[src/rtl/pin_entry_ctrl.sv]
// rtl/pin_entry_ctrl.sv - PIN entry sequencer: digit stepping, pass/fail, unlock window, lockout
// Optional inter-digit timeout enabled by defining PIN_TIMEOUT_EN.
module pin_entry_ctrl #(
  parameter int MAX_FAILS      = 3,
  parameter int LOCK_CYCLES    = 1000,
  parameter int UNLOCK_CYCLES  = 500,
  parameter int TMR_W          = 16,
  parameter int TIMEOUT_CYCLES = 2000
) (
  input  logic       clk,
  input  logic       rst_n,
  input  logic       enter,
  input  logic       digit_ok,
  input  logic       cancel,
  output logic [1:0] digit_idx,
  output logic       unlocked,
  output logic       locked,
  output logic       pin_fail,
  output logic [1:0] fail_cnt
);
  typedef enum logic [1:0] {ENTRY, UNLOCK, LOCKED} state_t;

  localparam logic [TMR_W-1:0] UNLOCK_LOAD = TMR_W'(UNLOCK_CYCLES - 1);
  localparam logic [TMR_W-1:0] LOCK_LOAD   = TMR_W'(LOCK_CYCLES - 1);
  localparam logic [2:0]       MAX_F       = 3'(MAX_FAILS);

  // Reject configurations the counters cannot represent.
  generate
    if (MAX_FAILS < 1 || MAX_FAILS > 3) begin : g_bad_fails
      $error("pin_entry_ctrl: MAX_FAILS must be 1..3");
    end
    if (LOCK_CYCLES < 1 || UNLOCK_CYCLES < 1 ||
        LOCK_CYCLES > (1 << TMR_W) || UNLOCK_CYCLES > (1 << TMR_W)) begin : g_bad_tmr
      $error("pin_entry_ctrl: LOCK_CYCLES/UNLOCK_CYCLES must fit in TMR_W");
    end
    if (TIMEOUT_CYCLES < 1) begin : g_bad_timeout
      $error("pin_entry_ctrl: TIMEOUT_CYCLES must be at least 1");
    end
  endgenerate

  state_t           state;
  logic             bad;
  logic [TMR_W-1:0] timer;
  logic [2:0]       fail_inc;
  logic             lock_now;

  assign fail_inc = {1'b0, fail_cnt} + 3'd1;
  assign lock_now = (fail_inc == MAX_F);

`ifdef PIN_TIMEOUT_EN
  localparam int IDLE_W = $clog2(TIMEOUT_CYCLES + 1);
  logic [IDLE_W-1:0] idle;
  logic              idle_run;
  logic              idle_expire;

  assign idle_run    = (state == ENTRY) && !cancel && !enter && ((digit_idx != 2'd0) || bad);
  assign idle_expire = idle_run && (idle == IDLE_W'(TIMEOUT_CYCLES - 1));

  always_ff @(posedge clk or negedge rst_n) begin
    if (!rst_n)                    idle <= '0;
    else if (idle_run && !idle_expire) idle <= idle + 1'b1;
    else                           idle <= '0;
  end
`endif

  always_ff @(posedge clk or negedge rst_n) begin
    if (!rst_n) begin
      state     <= ENTRY;
      digit_idx <= 2'd0;
      bad       <= 1'b0;
      timer     <= '0;
      fail_cnt  <= 2'd0;
      unlocked  <= 1'b0;
      locked    <= 1'b0;
      pin_fail  <= 1'b0;
    end else begin
      pin_fail <= 1'b0;
      case (state)
        ENTRY: begin
          if (cancel) begin
            digit_idx <= 2'd0;
            bad       <= 1'b0;
          end else if (enter) begin
            if (digit_idx != 2'd3) begin
              // Mismatches are only remembered; they surface after the last digit.
              digit_idx <= digit_idx + 2'd1;
              bad       <= bad | ~digit_ok;
            end else begin
              digit_idx <= 2'd0;
              bad       <= 1'b0;
              if (!bad && digit_ok) begin
                state    <= UNLOCK;
                timer    <= UNLOCK_LOAD;
                unlocked <= 1'b1;
                fail_cnt <= 2'd0;
              end else begin
                pin_fail <= 1'b1;
                fail_cnt <= fail_inc[1:0];
                if (lock_now) begin
                  state  <= LOCKED;
                  timer  <= LOCK_LOAD;
                  locked <= 1'b1;
                end
              end
            end
          end
`ifdef PIN_TIMEOUT_EN
          else if (idle_expire) begin
            digit_idx <= 2'd0;
            bad       <= 1'b0;
            pin_fail  <= 1'b1;
            fail_cnt  <= fail_inc[1:0];
            if (lock_now) begin
              state  <= LOCKED;
              timer  <= LOCK_LOAD;
              locked <= 1'b1;
            end
          end
`endif
        end
        UNLOCK: begin
          digit_idx <= 2'd0;
          if (cancel || timer == '0) begin
            state    <= ENTRY;
            unlocked <= 1'b0;
          end else begin
            timer <= timer - 1'b1;
          end
        end
        LOCKED: begin
          digit_idx <= 2'd0;
          if (timer == '0) begin
            state    <= ENTRY;
            locked   <= 1'b0;
            fail_cnt <= 2'd0;
          end else begin
            timer <= timer - 1'b1;
          end
        end
        default: begin
          state    <= ENTRY;
          unlocked <= 1'b0;
          locked   <= 1'b0;
        end
      endcase
    end
  end
endmodule

[config.mk]
export PLATFORM = sky130hd
export DESIGN_NAME = pin_entry_ctrl
export DESIGN_NICKNAME = d
export VERILOG_FILES = /design/src/rtl/pin_entry_ctrl.sv
export SDC_FILE = /design/constraint.sdc
export NUM_CORES = 1
export LEC_CHECK = 0
export CORE_ASPECT_RATIO = 1.25
export CORE_MARGIN = 4
export CORE_UTILIZATION = 29
export DETAILED_ROUTE_END_ITERATION = 8
export PLACE_DENSITY = 0.44
export SLEW_MARGIN = 25
export SYNTH_ARGS = -nofsm -noshare
export SYNTH_HDL_FRONTEND = slang
export SYNTH_SLANG_ARGS = --single-unit
[constraint.sdc]
create_clock -name clk -period 3.2 [get_ports clk]
set_input_delay 0.64 -clock clk [delete_from_list [all_inputs] [get_ports clk]]
set_output_delay 0.64 -clock clk [all_outputs]
set_load 0.02 [all_outputs]
==> metrics.md <==
| Metric | Value |
|---|---|
| Via count | `1,425` |
| Met3 Use GR | `1.782%` |
| Busiest grt layer | `met2` |
| Syn-to-layout area delta | `15.73%` |
| Post-Syn Nets | `roughly 190` |
| Fin nets | `203` |
| Die X | `73.92 um` |
| IO buf count | `11` |
| Reg clk slew, reported paths | `around 90 ps` |
| Post-route cell area | `0.001823 mm^2` |
| Hold Fails Final Rpt | `0` |
| Num CTS Buffers | `3` |
| Initial antenna violation count | `0` |
| Worst slew pin tran | `between 800 and 900 ps` |
| First-pass GRT wire length | `6741 um` |
| Post-Syn Area | `0.001575 mm^2` |
| Status | `completed` |
| Overall power | `1.130 mW` |
| DP Wirelength | `~2800 um` |
| Crit path capture type | `flip-flop` |
| Post-synth cell types | `47` |
| Crit share post-route | `78.93%` |
| Vias in the first global route | `1,436` |
| Lkg Pwr | `between 0.7 and 0.8 nW` |
| Ys flop type | `dfrtp_1` |
| Antenna diodes | `0` |
| Fraction of layout cells with a size suffix above 1 | `under 10%` |
| Max cap viols | `0` |
| Crit path from | `timer[13]` |
| Drt drc | `0` |
| Critical Path Sink | `timer[2]` |
| Initial DRC Count | `84` |
| Total Wirelength | `3814 um` |
| GRT Util Overall | `around an eighth` |
| Synth warnings | `0` |
| VDD IR max | `0.2316 mV` |
| # Post-CTS Setup Buffers | `0` |
| CTS Hold Bufs | `0` |
| Global-route track usage on met1 | `15.72%` |
| Chip Height | `90.40 um` |
| Post-synth EDFFs | `0` |
| Row cnt | `29` |
| Worst R2R Start | `timer[13]` |
| Startpoint types | `flip-flop` |
| FMAX | `~400 MHz` |
| CP Max Fanout | `7` |
| Arr. time, crit path | `2690 ps` |
| DR pass1 iterations | `4` |
| Hold Path Class | `reg -> reg` |
| Ys async rst share | `100.0%` |
| Worst R2R Setup Slack | `between 600 and 700 ps` |
| Core area | `0.005189 mm^2` |
| Reg2reg end | `timer[2]` |
| Final setup TNS | `0 ps` |
| Cells on worst reg2reg path | `5` |
| Root Driver | `clkbuf_8` |
| Clk buf depth | `2` |
| #FFs+latches synth | `26` |
| Post-Syn Instances | `approximately 180` |
| Detail Route Antenna Nets | `0` |
| Wire per inst | `15.20 um` |
| Min cycle time layout | `2526 ps` |
| Global placement routability congestion | `0.7927` |
| GR Overflow Total | `0` |
| Top-level port count | `12` |
| CTS tree | `yes` |
| Setup violators final | `0` |
| Resize count post-CTS | `0` |
| Worst path required time | `3360 ps` |
| Max-slew violation count | `0` |
| Unrepaired setup endpoints after global routing | `no` |
| Number of vias per cell | `between 5 and 6` |
| Clock Sinks | `26` |
| Met2 Use GR | `21.15%` |
| Area after DPL | `0.001782 mm^2` |
| Sequential area share after synthesis | `41.30%` |
| H-tree depth | `1` |
| Slew margin rel. | `a little under half` |
| Die area | `approximately 0.0067 mm^2` |
| Post-Route Skew | `1.432 ps` |
| Post-synthesis area per instance | `8.950 um^2` |
| Insertion delay to the later sink of the worst-skew pair | `270 ps` |
| Power Density | `slightly above 600 mW/mm^2` |
| Crit Path Class | `reg -> reg` |
| Initial Utilization | `about 30%` |
| Largest net degree at the start of global routing | `27` |
==> cell type report <==
class	instances	area (um^2)
flip-flops and latches	26	650.6
multi-input cells	132	857.1
clock buffers	3	41.29
well taps	62	77.57
inverters	11	41.29
fillers	525	3366
repair buffers	17	155.1
==> how the worst min path moves through the flow <==
stage / cells after the start / end / slack (ps) / start
finish: 1 / bad / 530 / bad
global route: 1 / bad / 560 / bad
CTS: 1 / bad / 540 / bad
detailed placement: 1 / bad / 520 / bad
global placement: 1 / bad / 500 / bad
floorplan: 0 / bad / 340 / rst_n
==> kinds of logic after synthesis <==
| family | share of synthesized area [%] |
|---|---|
| AND/OR/NAND/NOR | 24.15 |
| AO/OA/AOI/OAI | 22.40 |
| flip-flops | 41.30 |
| buffers and inverters | 4.289 |
| adder cells (fa/ha/maj) | 5.560 |
| multiplexers | 2.303 |
==> Yosys cell counts (all sizes together) (2+ instances only) <==
master	instances	share of area [%]
a21boi	2	0.95
a21oi	9	2.9
a22o	3	1.7
a31oi	2	0.79
and3	2	0.79
clkbuf	7	1.7
dfrtp	26	41
ha	7	5.6
inv	11	2.6
mux2	2	1.7
nand2	18	4.3
nand3	6	2.2
nand4	2	0.79
nand4b	3	1.7
nor2	14	3.3
nor3	9	2.9
nor4	5	2.0
nor4b	2	1.1
o211ai	4	1.9
o21ai	11	3.5
o22ai	2	0.79
o2bb2ai	3	1.7
o31ai	3	1.4
o41ai	2	1.1
or4	2	1.4
==> flip-flops by register name, summed over array words and instances (netlist names) <==
register,flops
pin_fail,1
digit_idx,2
locked,1
unlocked,1
fail_cnt,2
state,2
timer,16
bad,1
==> layout by cell type, fill, tap and decap left out, types with 4 or more instances in the layout <==
cell,count
nand3_1,5
o21ai_0,10
nor3_1,9
inv_1,11
clkdlybuf4s50_1,11
dfrtp_1,26
a21oi_1,9
buf_4,6
ha_1,7
nor2_1,14
nand2_1,18
o211ai_1,4
nor4_1,5
==> power by group <==
part / switching [mW] / internal [mW]
combinational: 0.225 / 0.188
sequential: 0.106 / 0.417
clock: 0.109 / 0.0846
total: 0.440 / 0.690
==> layer usage <==
metal | up-vias | wire length, um
met5 | - | 0
met1 | 713 | 1769
met4 | 0 | 40
li1 | 687 | -
met3 | 4 | 111
met2 | 21 | 1892
==> worst max-delay path, stage by stage (launching register included) <==
cell     delay, ps
dfrtp_1        420
or4_4          580
or4_4          520
o21ai_1        430
nor3_1         160
a311o_1        310
==> stage by stage <==
step / util, % / hold slack (ps) / std cells / worst slack (ps)
after CTS: 35.13 / 537.6 / 251 / 671.1
after global placement: 34.34 / 503.6 / 248 / 555.2
after global routing: 35.13 / 559.5 / 251 / 547.4
after detailed placement: 34.34 / 518.7 / 248 / 515.4
final: 35.13 / 532.8 / 251 / 674.2
after floorplan: - / 344.4 / 176 / 843.0
Note: power is estimated with default switching activity, not from simulation.
